## src/rtl/zilla_lsu.sv

```systemverilog
// zilla_lsu: load/store unit between execute and the writeback mux.
// Issues one data-memory transaction at a time over a req/gnt/rvalid bus,
// stalls the pipeline while it is outstanding, and returns aligned,
// extended load data. Misaligned or illegal-size requests are rejected
// with a one-cycle pulse and never reach the bus.
module zilla_lsu #(
  parameter int unsigned DATA_WIDTH = 32
) (
  input  logic                    clk_i,
  input  logic                    rst_i,
  // execute-stage request
  input  logic                    mem_req_i,
  input  logic                    mem_we_i,
  input  logic [1:0]              mem_size_i,
  input  logic                    mem_unsigned_i,
  input  logic [DATA_WIDTH-1:0]   addr_i,
  input  logic [DATA_WIDTH-1:0]   wdata_i,
  input  logic [4:0]              rd_i,
  // pipeline / writeback side
  output logic                    lsu_stall_o,
  output logic                    load_valid_o,
  output logic [DATA_WIDTH-1:0]   load_data_o,
  output logic [4:0]              load_rd_o,
  output logic                    misaligned_o,
  // data-memory bus
  output logic                    dmem_req_o,
  output logic                    dmem_we_o,
  output logic [DATA_WIDTH-1:0]   dmem_addr_o,
  output logic [DATA_WIDTH/8-1:0] dmem_be_o,
  output logic [DATA_WIDTH-1:0]   dmem_wdata_o,
  input  logic                    dmem_gnt_i,
  input  logic                    dmem_rvalid_i,
  input  logic [DATA_WIDTH-1:0]   dmem_rdata_i
);

  localparam int unsigned NumBytes = DATA_WIDTH / 8;

  localparam logic [1:0] SizeByte = 2'b00;
  localparam logic [1:0] SizeHalf = 2'b01;
  localparam logic [1:0] SizeWord = 2'b10;

  typedef enum logic [1:0] {
    StIdle,
    StReq,
    StWait
  } state_e;

  state_e                state_q, state_d;
  logic                  bus_we_q, bus_we_d;
  logic [1:0]            size_q, size_d;
  logic                  uns_q, uns_d;
  logic [1:0]            off_q, off_d;
  logic [4:0]            rd_q, rd_d;
  logic [DATA_WIDTH-1:0] addr_q, addr_d;
  logic [NumBytes-1:0]   be_q, be_d;
  logic [DATA_WIDTH-1:0] wdata_q, wdata_d;
  logic                  load_valid_q, load_valid_d;
  logic [DATA_WIDTH-1:0] load_data_q, load_data_d;
  logic [4:0]            load_rd_q, load_rd_d;
  logic                  misaligned_q, misaligned_d;

  logic                  misaligned;
  logic                  accept;
  logic [NumBytes-1:0]   req_be;
  logic [DATA_WIDTH-1:0] req_wdata;
  logic [DATA_WIDTH-1:0] rdata_shifted;
  logic [DATA_WIDTH-1:0] rdata_ext;

  // Alignment check and bus-field formatting for the incoming request
  always_comb begin
    misaligned = ((mem_size_i == SizeHalf) && addr_i[0])            ||
                 ((mem_size_i == SizeWord) && (addr_i[1:0] != 2'b00)) ||
                 (mem_size_i == 2'b11);
    accept     = (state_q == StIdle) && mem_req_i;

    req_be    = {NumBytes{1'b1}};
    req_wdata = wdata_i;
    unique case (mem_size_i)
      SizeByte: begin
        req_be    = NumBytes'(1) << addr_i[1:0];
        req_wdata = {NumBytes{wdata_i[7:0]}};
      end
      SizeHalf: begin
        req_be    = NumBytes'(3) << {addr_i[1], 1'b0};
        req_wdata = {(NumBytes / 2){wdata_i[15:0]}};
      end
      default: begin
        req_be    = {NumBytes{1'b1}};
        req_wdata = wdata_i;
      end
    endcase
  end

  // Lane-select and extend the returned read data
  always_comb begin
    rdata_shifted = dmem_rdata_i >> {off_q, 3'b000};
    rdata_ext     = rdata_shifted;
    unique case (size_q)
      SizeByte: rdata_ext = uns_q ? DATA_WIDTH'(rdata_shifted[7:0]) :
                            {{(DATA_WIDTH - 8){rdata_shifted[7]}}, rdata_shifted[7:0]};
      SizeHalf: rdata_ext = uns_q ? DATA_WIDTH'(rdata_shifted[15:0]) :
                            {{(DATA_WIDTH - 16){rdata_shifted[15]}}, rdata_shifted[15:0]};
      default:  rdata_ext = rdata_shifted;
    endcase
  end

  // FSM next state and captured transaction fields
  always_comb begin
    state_d      = state_q;
    bus_we_d     = bus_we_q;
    size_d       = size_q;
    uns_d        = uns_q;
    off_d        = off_q;
    rd_d         = rd_q;
    addr_d       = addr_q;
    be_d         = be_q;
    wdata_d      = wdata_q;
    load_valid_d = 1'b0;
    load_data_d  = load_data_q;
    load_rd_d    = load_rd_q;
    misaligned_d = 1'b0;

    unique case (state_q)
      StIdle: begin
        if (accept) begin
          if (misaligned) begin
            misaligned_d = 1'b1;
          end else begin
            state_d  = StReq;
            bus_we_d = mem_we_i;
            size_d   = mem_size_i;
            uns_d    = mem_unsigned_i;
            off_d    = addr_i[1:0];
            rd_d     = rd_i;
            addr_d   = {addr_i[DATA_WIDTH-1:2], 2'b00};
            be_d     = req_be;
            wdata_d  = req_wdata;
          end
        end
      end
      StReq: begin
        if (dmem_gnt_i) begin
          state_d = bus_we_q ? StIdle : StWait;
        end
      end
      StWait: begin
        if (dmem_rvalid_i) begin
          state_d      = StIdle;
          load_valid_d = 1'b1;
          load_data_d  = rdata_ext;
          load_rd_d    = rd_q;
        end
      end
      default: state_d = StIdle;
    endcase
  end

  // State registers with synchronous reset
  always_ff @(posedge clk_i) begin
    if (rst_i) begin
      state_q      <= StIdle;
      bus_we_q     <= 1'b0;
      size_q       <= 2'b00;
      uns_q        <= 1'b0;
      off_q        <= 2'b00;
      rd_q         <= 5'd0;
      addr_q       <= '0;
      be_q         <= '0;
      wdata_q      <= '0;
      load_valid_q <= 1'b0;
      load_data_q  <= '0;
      load_rd_q    <= 5'd0;
      misaligned_q <= 1'b0;
    end else begin
      state_q      <= state_d;
      bus_we_q     <= bus_we_d;
      size_q       <= size_d;
      uns_q        <= uns_d;
      off_q        <= off_d;
      rd_q         <= rd_d;
      addr_q       <= addr_d;
      be_q         <= be_d;
      wdata_q      <= wdata_d;
      load_valid_q <= load_valid_d;
      load_data_q  <= load_data_d;
      load_rd_q    <= load_rd_d;
      misaligned_q <= misaligned_d;
    end
  end

  // Output drive; write strobe only meaningful while requesting
  always_comb begin
    lsu_stall_o  = (state_q != StIdle) || (accept && !misaligned);
    load_valid_o = load_valid_q;
    load_data_o  = load_data_q;
    load_rd_o    = load_rd_q;
    misaligned_o = misaligned_q;
    dmem_req_o   = (state_q == StReq);
    dmem_we_o    = bus_we_q && (state_q == StReq);
    dmem_addr_o  = addr_q;
    dmem_be_o    = be_q;
    dmem_wdata_o = wdata_q;
  end

endmodule

```

## config.mk

```make
export PLATFORM = sky130hd
export DESIGN_NAME = zilla_lsu
export DESIGN_NICKNAME = d
export VERILOG_FILES = /design/src/rtl/zilla_lsu.sv
export SDC_FILE = /design/constraint.sdc
export NUM_CORES = 1
export LEC_CHECK = 0
export CAP_MARGIN = 5
export CORE_MARGIN = 1
export CORE_UTILIZATION = 38
export CTS_CLUSTER_DIAMETER = 200
export DETAILED_ROUTE_END_ITERATION = 8
export HOLD_SLACK_MARGIN = 0.12
export PLACE_DENSITY = 0.79
export SLEW_MARGIN = 5
export SYNTH_ARGS = -nofsm -noshare
export SYNTH_HDL_FRONTEND = slang
export SYNTH_SLANG_ARGS = --single-unit
export TNS_END_PERCENT = 20
```

## constraint.sdc

```tcl
create_clock -name clk_i -period 1.55 [get_ports clk_i]
set_input_delay 0.155 -clock clk_i [delete_from_list [all_inputs] [get_ports clk_i]]
set_output_delay 0.155 -clock clk_i [all_outputs]
set_load 0.05 [all_outputs]
```

==> results of run 1 <==
==> cells in the mapped netlist, drive strengths merged <==
cell,instances,area (µm²)
nand2,164,616
dfxtp,118,2360
a21oi,79,395
nor2,43,161
mux2i,33,330
clkbuf,29,109
a211oi,27,208
o21ai,20,100
buf,19,118
o211ai,17,128
a311oi,12,105
mux2,8,90.1
a22o,7,61.3
inv,5,18.8
nand2b,4,25.0
nor2b,4,25.0
nand3b,3,22.5
nor3,3,15.0
a31oi,2,12.5
a21boi,1,7.51
a21o,1,7.51
and2,1,6.26
and3b,1,8.76
clkinv,1,3.75
conb,1,3.75
mux4,1,22.5
nand3,1,5.00
nor3b,1,7.51
nor4,1,6.26
or2,1,6.26
or3,1,6.26
==> cells in the final DEF (no fill, tap or decap), types with 2 or more instances in the layout <==
| cell | netlist | routed |
|---|---|---|
| buf_4 | 5 | 147 |
| a22o_1 | 7 | 7 |
| mux2i_1 | 33 | 32 |
| inv_1 | 5 | 5 |
| o211ai_1 | 17 | 17 |
| clkdlybuf4s50_1 | 0 | 105 |
| buf_12 | 0 | 12 |
| a211oi_2 | 1 | 4 |
| nand2b_1 | 4 | 4 |
| clkbuf_8 | 0 | 5 |
| dlymetal6s2s_1 | 0 | 2 |
| nand3b_1 | 3 | 3 |
| nand2_1 | 164 | 164 |
| buf_16 | 0 | 2 |
| nor2b_1 | 4 | 2 |
| mux2_2 | 8 | 8 |
| dfxtp_1 | 118 | 116 |
| clkbuf_16 | 0 | 20 |
| o21ai_0 | 20 | 19 |
| clkbuf_1 | 29 | 3 |
| nor2_1 | 43 | 42 |
| nor3_1 | 3 | 3 |
| a21oi_2 | 0 | 4 |
| a21oi_1 | 79 | 75 |
| a211oi_1 | 26 | 22 |
| conb_1 | 1 | 2 |
| a311oi_1 | 12 | 12 |
| clkinv_2 | 0 | 3 |
| buf_6 | 2 | 4 |
==> cell families (layout without fill, tap and decap cells) <==
group | Yosys count | after routing | share of synthesized area
multiplexers | 42 | 42 | 0.0887
AND/OR/NAND/NOR | 228 | 228 | 0.182
other | 1 | 2 | 0.000751
AO/OA/AOI/OAI | 166 | 166 | 0.205
flip-flops | 118 | 118 | 0.473
buffers and inverters | 54 | 313 | 0.0499
==> repair_timing <==
action,4_1_cts,5_1_grt
hold buffers,1,0
pin swaps,2,10
gates resized for setup,8,22
endpoints found under the setup margin,53,106
hold endpoints to repair,1,0
buffers inserted,2,0
gates cloned,2,3
==> flip-flops by register name, indices dropped and copies added, names as in the netlist <==
signal        cells
load_data_o      32
dmem_be_o         4
state_q           2
size_q            2
uns_q             1
dmem_wdata_o     32
off_q             2
load_valid_o      1
load_rd_o         5
rd_q              5
dmem_addr_o      30
bus_we_q          1
misaligned_o      1
==> worst reg2reg max path, delay by kind of cell, from the launching register on <==
| kind | cells | cell delay, ns |
|---|---|---|
| AOI/OAI and AO/OA | 2 | 0.35 |
| buffers and inverters | 3 | 0.45 |
| DFF | 1 | 0.31 |
| and+or+nand+nor | 2 | 0.35 |
==> through the flow <==
step	hold WS [ns]	instance area, µm²
3_3_place_gp	0.438	7450
2_1_floorplan	0.236	5010
6_report	0.183	8250
5_1_grt	0.183	8250
4_1_cts	0.274	8110
3_5_place_dp	0.444	7450
==> layer usage <==
layer | global-route usage | wire, µm
met4 | 0.111 | 472
met3 | 0.101 | 1650
met2 | 0.387 | 7710
met5 | 0 | 27
met1 | 0.279 | 6600
==> worst max-delay path by stage <==
stage                            end  slack (ns)  depth (start not counted)
floorplan               dmem_be_o[1]       -0.01                          5
global placement    dmem_wdata_o[23]       -0.43                          7
detailed placement  dmem_wdata_o[21]       -0.52                          8
CTS                   load_data_o[4]       -0.02                          4
global route         dmem_wdata_o[1]       -0.08                          7
finish               dmem_wdata_o[1]        0.02                          7
==> power by group <==
group / leakage (nW) / internal (W) / total (W) / switching, W
logic: 2.08 / 0.000791 / 0.00183 / 0.00103
registers: 0.962 / 0.00318 / 0.00326 / 0.0000780
clock network: 0.275 / 0.00238 / 0.00366 / 0.00128
==> area by class of cell <==
cell class | count | area, µm² | area share
timing repair buffer | 278 | 2630 | 0.319
clock buffer | 25 | 505 | 0.0613
tap | 172 | 215 | 0.0261
multi-input combinational | 438 | 2460 | 0.299
inverter | 6 | 22.5 | 0.00273
clock inverter | 4 | 45.0 | 0.00546
sequential | 118 | 2370 | 0.287
==> metrics.md, run 1 <==
| Metric | Value |
|---|---|
| Status | `finished clean` |
| Worst-path cell chain | `or2_4 > a211oi_4 > buf_6 > buf_12 > buf_4 > nand2_1 > a21oi_2` |
| WL/cell | `15.8 µm` |
| Antenna viol nets, final | `0` |
| DR pass1 iterations | `5` |
| Crit path launch | `state_q[1]` |
| Routability congestion estimate from global placement | `0.850` |
| Critical Path AT | `1.87 ns` |
| Hold path start | `addr_i[1]` |
| Power per standard cell area | `1060 nW/µm²` |
| R2R Path End | `dmem_wdata_o[1]` |
| Worst Hold Depth | `4` |
| Total CTS buffers | `17` |
| Final Max Tran Viols | `0` |
| Post-synthesis sequential area ratio | `0.473` |
| Mean cell area of the mapped netlist | `8.20 µm²` |
| Die X | `117 µm` |
| Post-Route WL | `16500 µm` |
| Ys Warns | `0` |
| Clk_skew | `0.00873 ns` |
| H-tree depth | `4` |
| Minimum clock period | `1.53 ns` |
| Period Utilization, post-route | `0.986` |
| Power, Total | `0.00874 W` |
| Sink Count | `118` |
| Yosys cell types | `35` |
| Worst reg2reg setup slack | `0.02 ns` |
| Largest fanout on the critical path | `6` |
| Layout cells sized above 1 | `0.258` |
| Worst setup margin | `0.0217 ns` |
| CORE AREA | `12700 µm²` |
| Largest net degree at the start of global routing | `61` |
| R2R cell count | `7` |
| Max-Slew Margin vs Limit | `0.569` |
| Initial antenna violation count | `2` |
| Nets@finish | `969` |
| Endpoints failing hold | `0` |
| Die area | `13600 µm²` |
| Fin cells | `1041` |
| First-pass GRT wire length | `24800 µm` |
| I/O pin cnt | `220` |
| CTS tree | `built` |
| Vias per cell | `5.13` |
| Worst Path Buf+Inv | `3` |
| Worst Tran Pin Value | `0.647 ns` |
| Total Negative Setup Slacks | `0 ns` |
| Total grt overflow | `0` |
| Vias in the first global route | `4919` |
| Post-route DRC | `0` |
| Place WS | `-0.517 ns` |
| Leak | `3.31 nW` |
| HP Class | `input pin to flip-flop` |
| Seq cells post-synth | `118` |
| Worst endpoint required time | `1.89 ns` |
| Max-cap viol count | `0` |
| Maximum clock frequency | `654 MHz` |
| HPWL reported at the end of detailed placement | `11500 µm` |
| Placed insts | `1004` |
| Post-synth design cell area | `4990 µm²` |
| Input/output buffers | `217` |
| Gr usage total | `0.241` |
| Initial Utilization | `0.393` |
| WS Path Type | `flip-flop to flip-flop` |
| Worst-case clock buffer depth | `2` |
| Peak VDD IR | `0.724 mV` |
| Number of setup violations in the final report | `0` |
| Crit path max-delay family | `buffers and inverters` |
| Critical Path Slowest Stage Cell | `dfxtp_2` |
| CP Launch Type | `flip-flop` |
| # diodes | `0` |
| Area grow syn2layout | `65.2%` |
| Util after Layout | `0.648` |
| DR vias | `5342` |
| Hold Crit Endpoint | `off_q[1]` |
| Number of fill cells in the layout | `1092` |
| RSZ-0062 raised after global routing | `yes` |
| Reg clk slew, reported paths | `0.05 ns` |
| Die height | `117 µm` |
| Post-Synthesis Cells | `609` |
| DRT iter0 DRCs | `457` |
| Worst-skew pair later-pin latency | `0.41 ns` |
| Critical path endpoint category | `flip-flop` |
| Reg2Reg Launch Point | `state_q[1]` |
| Core Rows | `41` |
| Largest stage delay, worst path | `0.31 ns` |
| Root Driver | `clkbuf_16` |
Power figures use the tool's default switching activity.
==> run 2, diff against run 1 <==
--- a/config.mk
+++ b/config.mk
@@ -5,12 +5,14 @@
 export SDC_FILE = /design/constraint.sdc
 export NUM_CORES = 1
 export LEC_CHECK = 0
+export ABC_AREA = 1
 export CAP_MARGIN = 5
 export CORE_MARGIN = 1
-export CORE_UTILIZATION = 38
+export CORE_UTILIZATION = 39
 export CTS_CLUSTER_DIAMETER = 200
 export DETAILED_ROUTE_END_ITERATION = 8
 export HOLD_SLACK_MARGIN = 0.12
+export MAX_ROUTING_LAYER = met4
 export PLACE_DENSITY = 0.79
 export SLEW_MARGIN = 5
 export SYNTH_ARGS = -nofsm -noshare
==> run 2 against run 1 <==
Compared with the run above:
- register-to-register slack improved by 0.12 ns
- hold slack better by 0.042 ns
- synthesized area increased by 7.4%
- sequential share of layout area is 0.056 points lower
- sequential cell count unchanged
- maximum frequency is 2.7% higher
- combinational power is 3% higher
==> metrics.md, run 2 <==
| Metric | Value |
|---|---|
| Area leader, netlist | `dfxtp_1` |
| Initial Utilization | `0.402 (+0.00926)` |
| Number of setup violations in the final report | `0 (unchanged)` |
| Worst setup margin | `0.0619 ns (+0.0403 ns)` |
| CTS tree | `built` |
| Vias in the first global route | `5409 (+10%)` |
| Critical path endpoint category | `output port` |
| Status | `finished clean` |
| Largest cells by area after synthesis | `dfxtp_1 (44%), nand2_1 (16%), nor2_1 (8.3%)` |
| Input/output buffers | `217 (unchanged)` |
| Period Utilization, post-route | `0.960 (-0.0260)` |
| Final Max Tran Viols | `0 (unchanged)` |
| Critical Path AT | `1.33 ns (-0.54 ns)` |
| Max-cap viol count | `0 (unchanged)` |
| Initial antenna violation count | `0 (-2)` |
| Die height | `119 µm (+2.3%)` |
| Nets@finish | `1128 (+16%)` |
| Routability congestion estimate from global placement | `0.897 (+5.5%)` |
| Core Rows | `42 (+2.4%)` |
| Post-CTS Hold Fix Bufs | `0 (-1)` |
| Top Metal Used | `met4` |
| Maximum clock frequency | `672 MHz (+2.7%)` |
| Mean cell area of the mapped netlist | `6.74 µm² (-18%)` |
| Total CTS buffers | `17 (unchanged)` |
| Endpoints failing hold | `0 (unchanged)` |
| Seq cells post-synth | `118 (unchanged)` |
| Die X | `119 µm (+2.3%)` |
| Post-Synthesis Cells | `796 (+31%)` |
| Sink Count | `118 (unchanged)` |
| Worst Tran Pin Value | `0.501 ns (-0.146 ns)` |
| CORE AREA | `13300 µm² (+4.9%)` |
| Die area | `14200 µm² (+4.6%)` |
| Gr usage total | `0.249 (+0.00790)` |
| Largest fanout on the critical path | `6 (unchanged)` |
| Post-synth top area share | `0.441 (-0.0326)` |
| EDFF count, synth | `0 (unchanged)` |
| Ys Warns | `0 (unchanged)` |
| Most instantiated cells after synthesis | `nand2_1 (226), dfxtp_1 (118), nor2_1 (118), o21ai_0 (64)` |
| Total grt overflow | `0 (unchanged)` |
| R2R cell count | `7 (unchanged)` |
| Vias per cell | `4.85 (-5.6%)` |
| Post-synth design cell area | `5360 µm² (+7.4%)` |
| Met3 routed WL | `1030 µm (-37%)` |
| Leak | `3.96 nW (+19%)` |
| Met1 wire length | `7540 µm (+14%)` |
| DRT iter0 DRCs | `476 (+4.2%)` |
| Reg clk slew, reported paths | `0.06 ns (about the same)` |
| # diodes | `0 (unchanged)` |
| Root Driver | `clkbuf_16` |
| Critical Path Slowest Stage Cell | `dfxtp_1` |
| Post-route DRC | `0 (unchanged)` |
| Worst reg2reg setup slack | `0.14 ns (+0.12 ns)` |
| HP Class | `input pin to flip-flop` |
| Worst-path cell chain | `nor2_4 > buf_4 > nand3_4 > nand2_4 > buf_12` |
| Yosys cell types | `24 (-31%)` |
| Most frequent cells in the layout | `nand2_1 (224), buf_4 (137), dfxtp_1 (118)` |
| Worst Hold Depth | `4 (unchanged)` |
| DR pass1 iterations | `5 (unchanged)` |
| Most common cell in the netlist | `nand2_1` |
| Asr flop ratio synth | `0 (unchanged)` |
| Post-Route WL | `16900 µm (+2.7%)` |
| Util after Layout | `0.618 (-0.0305)` |
| Peak VDD IR | `0.700 mV (-3.4%)` |
| Ys flop type | `dfxtp_1` |
| DR vias | `5850 (+9.5%)` |
| RSZ-0062 raised after global routing | `yes` |
| Power per standard cell area | `1100 nW/µm² (+3.8%)` |
| Worst endpoint required time | `1.39 ns (-0.50 ns)` |
| WS Path Type | `flip-flop to output port` |
| Clk_skew | `0.00532 ns (-0.00341 ns)` |
| Minimum clock period | `1.49 ns (-0.0403 ns)` |
| Area grow syn2layout | `53.8%` |
| Met2 wire length | `7800 µm (+1.1%)` |
| Post-synthesis sequential area ratio | `0.441 (-0.0326)` |
| WL/cell | `14.0 µm (-11%)` |
| Worst-skew pair later-pin latency | `0.41 ns (about the same)` |
| First-pass GRT wire length | `27000 µm (+8.6%)` |
| Fin cells | `1207 (+16%)` |
| Largest stage delay, worst path | `0.33 ns (+0.02 ns)` |
| Power, Total | `0.00907 W (+3.8%)` |
| Layout cells sized above 1 | `0.187 (-0.0706)` |
| Most common cell after layout, fill and taps aside | `nand2_1` |
| Largest net degree at the start of global routing | `47 (-23%)` |
| Number of fill cells in the layout | `1222 (+12%)` |
| Placed insts | `1174 (+17%)` |
| Place WS | `-0.258 ns (+0.259 ns)` |
| H-tree depth | `4 (unchanged)` |
| Worst-case clock buffer depth | `2 (unchanged)` |
| CP Launch Type | `flip-flop` |
| Max-Slew Margin vs Limit | `0.666 (+0.0972)` |
| I/O pin cnt | `220 (unchanged)` |
| HPWL reported at the end of detailed placement | `12000 µm (+4.2%)` |
| Antenna viol nets, final | `0 (unchanged)` |
## run 2: cell count changes after synthesis, moves of 26 or more
cell / previous run / this run
a211oi_1: 26 / 0
a21oi_1: 79 / 46
inv_1: 5 / 57
mux2i_1: 33 / 0
nand2_1: 164 / 226
nand3_1: 1 / 57
nor2_1: 43 / 118
o21ai_0: 20 / 64
## run 2: worst paths after layout
| kind | from | endpoint |
|---|---|---|
| max | state_q[0] | lsu_stall_o |
| min | addr_i[0] | off_q[0] |
| max reg2reg | state_q[0] | dmem_wdata_o[16] |
| min reg2reg | rd_q[0] | load_rd_o[0] |
## run 2: metal layers
| layer | vias to the layer above | global-route usage |
|---|---|---|
| met2 | 226 | 0.388 |
| li1 | 2970 | - |
| met5 | - | - |
| met1 | 2612 | 0.306 |
| met3 | 42 | 0.0493 |
| met4 | 0 | 0.123 |
## run 2: cell families after synthesis
group | synth area share
other | 0.000699
buffers and inverters | 0.0954
AND/OR/NAND/NOR | 0.305
AO/OA/AOI/OAI | 0.158
flip-flops | 0.441
## run 2: report_power, final
part,switching (W),internal (W)
Clock,0.00148,0.00242
Sequential,0.0000887,0.00320
Combinational,0.00116,0.000726
Total,0.00274,0.00634
## run 2: layout make-up
type | count | area [µm²] | share of cell area
clock buffer | 18 | 439 | 0.0532
timing repair buffer | 256 | 2320 | 0.282
sequential | 118 | 2360 | 0.286
clock inverter | 14 | 151 | 0.0184
tap | 176 | 220 | 0.0267
multi-input combinational | 564 | 2520 | 0.306
inverter | 61 | 229 | 0.0278
## run 2: metrics by stage
step | hold slack (ns) | TNS, ns | cell area, µm²
2_1_floorplan | 0.290 | 0 | 5370
3_3_place_gp | 0.445 | -10.37 | 7620
3_5_place_dp | 0.450 | -14.83 | 7620
4_1_cts | 0.304 | 0 | 8230
5_1_grt | 0.225 | -0.0118 | 8250
6_report | 0.224 | 0 | 8250
## run 2: what timing repair did
item / 4_1_cts / 5_1_grt
pin swaps: 2 / 0
gates resized for setup: 4 / 6
endpoints found under the hold margin: 0 / 0
buffers inserted: 1 / 0
endpoints found under the setup margin: 1 / 2
## run 2: critical path, delay by kind of cell, from the launching register on
kind                   cells  cell delay, ns
DFF                        1            0.33
and+or+nand+nor            3            0.34
buffers and inverters      2            0.25
==> run 3, diff against run 2 <==
--- a/config.mk
+++ b/config.mk
@@ -6,7 +6,7 @@
 export NUM_CORES = 1
 export LEC_CHECK = 0
 export ABC_AREA = 1
-export CAP_MARGIN = 5
+export CORE_ASPECT_RATIO = 0.7
 export CORE_MARGIN = 1
 export CORE_UTILIZATION = 39
 export CTS_CLUSTER_DIAMETER = 200
==> run 3 against run 2 <==
Compared with the run above:
- via count barely moved
- final cell count is 0.17% lower
- global-route usage grew 0.33 points
- combinational power barely moved
- power decreased by 3.2%
- the run now ends with negative setup slack left
- clock power decreased by 7.7%
- sequential cell count is the same
- die area hardly changed
- maximum frequency down 4.2%
- first-iteration DRC count is 11% lower
- utilization hardly changed
- cell area decreased by 0.62%
==> metrics.md, run 3 (synthesized netlist as in run 2, its figures left out) <==
| Metric | Value |
|---|---|
| Worst endpoint required time | `1.39 ns (about the same)` |
| Number of setup violations in the final report | `1 (+1)` |
| R2R cell count | `7 (unchanged)` |
| Worst reg2reg setup slack | `0.12 ns (-0.02 ns)` |
| Max-cap viol count | `0 (unchanged)` |
| Post-route DRC | `0 (unchanged)` |
| CORE AREA | `13300 µm² (-0.59%)` |
| Clk_skew | `0.0126 ns (+0.00727 ns)` |
| CTS tree | `built` |
| Leak | `3.91 nW (-1.1%)` |
| WS Path Type | `input pin to output port` |
| R2R Path End | `dmem_wdata_o[1]` |
| Maximum clock frequency | `644 MHz (-4.2%)` |
| First-pass GRT wire length | `27000 µm (+0.20%)` |
| DRT iter0 DRCs | `422 (-11%)` |
| DR vias | `5847 (-0.051%)` |
| Most common cell after layout, fill and taps aside | `nand2_1` |
| Input/output buffers | `217 (unchanged)` |
| Placed instance area | `7590 µm² (-0.38%)` |
| I/O pin cnt | `220 (unchanged)` |
| Post-Route WL | `17200 µm (+1.8%)` |
| DR pass1 iterations | `5 (unchanged)` |
| Nets@finish | `1117 (-0.98%)` |
| Vias in the first global route | `5361 (-0.89%)` |
| Worst-skew pair later-pin latency | `0.40 ns (about the same)` |
| HPWL reported at the end of detailed placement | `11900 µm (-0.78%)` |
| Routability congestion estimate from global placement | `0.910 (+1.4%)` |
| Minimum clock period | `1.55 ns (+0.0655 ns)` |
| Critical Path AT | `1.40 ns (+0.07 ns)` |
| Layout cells sized above 1 | `0.174 (-0.0137)` |
| WL/cell | `14.3 µm (+2.0%)` |
| Status | `finished with violations` |
| Worst Tran Pin Value | `0.591 ns (+0.0901 ns)` |
| Gr usage total | `0.252 (+0.00331)` |
| Largest fanout on the critical path | `3 (-3)` |
| Die height | `100 µm (-16%)` |
| Core Rows | `35 (-17%)` |
| Reg clk slew, reported paths | `0.06 ns (about the same)` |
| Cell area after layout | `8200 µm² (-0.62%)` |
| Critical path endpoint category | `output port` |
| Die area | `14200 µm² (about the same)` |
| Max-Slew Margin vs Limit | `0.606 (-0.0601)` |
| Total CTS buffers | `17 (unchanged)` |
| Number of fill cells in the layout | `1187 (-2.9%)` |
| Worst-case clock buffer depth | `2 (unchanged)` |
| Failing checks | `negative setup slack` |
| Reg2Reg Launch Point | `state_q[1]` |
| HP Class | `input pin to flip-flop` |
| # diodes | `0 (unchanged)` |
| Worst setup margin | `-0.00356 ns (-0.0655 ns)` |
| Peak VDD IR | `0.740 mV (+5.7%)` |
| Final Max Tran Viols | `0 (unchanged)` |
| Initial Utilization | `0.404 (+0.00239)` |
| Vias per cell | `4.85 (+0.11%)` |
| Initial antenna violation count | `0 (unchanged)` |
| H-tree depth | `4 (unchanged)` |
| Post-CTS Hold Fix Bufs | `0 (unchanged)` |
| Most frequent cells in the layout | `nand2_1 (224), buf_4 (120), dfxtp_1 (118)` |
| Antenna viol nets, final | `0 (unchanged)` |
| Area grow syn2layout | `52.8%` |
| Total grt overflow | `0 (unchanged)` |
| Worst Hold Depth | `3 (-1)` |
| Hold path start | `addr_i[23]` |
| Root Driver | `clkbuf_16` |
| Hold Crit Endpoint | `dmem_addr_o[23]` |
| Total Negative Setup Slacks | `-0.00356 ns (-0.00356 ns)` |
| Sink Count | `118 (unchanged)` |
| CP Launch Type | `input pin` |
| Power per standard cell area | `1070 nW/µm² (-2.6%)` |
| Die X | `142 µm (+19%)` |
| Endpoints failing hold | `0 (unchanged)` |
| Period Utilization, post-route | `1.00 (+0.0422)` |
| Largest net degree at the start of global routing | `44 (-6.4%)` |
-- run 3: cell types whose count changed in the layout (fill, tap and decap cells not counted), moves of 2 or more --
cell / previous run / this run
buf_4: 137 / 120
buf_12: 10 / 15
clkbuf_1: 0 / 5
clkinv_2: 2 / 5
clkinvlp_4: 5 / 2
clkinv_4: 3 / 1
dlymetal6s2s_1: 2 / 0
inv_6: 2 / 0
-- run 3: what timing repair did --
action / CTS / global route
resized for setup: 4 / 5
buffers inserted: 0 / 1
cloned: 0 / 1
setup endpoints to repair: 1 / 37
-- run 3: through the flow --
stage / cells / setup slack (ns) / hold WS, ns / util / power, W
final: 1205 / -0.00356 / 0.337 / 0.618 / 0.00879
after global routing: 1205 / -0.0798 / 0.330 / 0.618 / 0.00915
after CTS: 1203 / 0.0134 / 0.322 / 0.613 / 0.00882
after detailed placement: 1171 / -0.200 / 0.454 / 0.572 / 0.00520
after global placement: 1171 / -0.152 / 0.444 / 0.572 / 0.00519
after floorplan: 797 / 0.0757 / 0.290 / - / 0.00443
-- run 3: cell type report --
| class | count | area [µm²] | area share |
|---|---|---|---|
| Timing Repair Buffer | 245 | 2310 | 0.282 |
| Multi-Input combinational cell | 564 | 2520 | 0.308 |
| Clock inverter | 9 | 78.8 | 0.00962 |
| Inverter | 61 | 229 | 0.0279 |
| Clock buffer | 23 | 458 | 0.0559 |
| Tap cell | 185 | 231 | 0.0282 |
| Sequential cell | 118 | 2360 | 0.288 |
-- run 3: report_power, final --
group | switching [W] | internal [W] | leakage, nW
sequential | 0.0000915 | 0.00320 | 0.962
clock | 0.00137 | 0.00223 | 0.261
combinational | 0.00117 | 0.000727 | 2.69
-- run 3: worst max path at each step --
stage | slack (ns) | endpoint | depth (start not counted) | startpoint
detailed placement | -0.20 | dmem_wdata_o[31] | 8 | mem_size_i[1]
finish | -0.004 | lsu_stall_o | 7 | addr_i[0]
global placement | -0.15 | off_q[0] | 8 | mem_size_i[0]
CTS | 0.01 | lsu_stall_o | 7 | addr_i[0]
global route | -0.08 | lsu_stall_o | 7 | addr_i[0]
floorplan | 0.08 | lsu_stall_o | 8 | mem_size_i[0]
-- run 3: worst max-delay path, cell delays in order --
cell	delay [ns]
clkdlybuf4s50_1	0.47
nor2_2	0.16
nand2_1	0.13
nand2_2	0.13
nand3_4	0.11
nand2_2	0.10
buf_12	0.13
-- run 3: layer usage --
metal / global-route usage / routed length [µm] / vias to the layer above
met4: 0.0902 / 267 / 0
met3: 0.0596 / 1510 / 25
met2: 0.360 / 7360 / 263
met1: 0.344 / 8080 / 2596
li1: - / - / 2963
met5: - / 0 / -
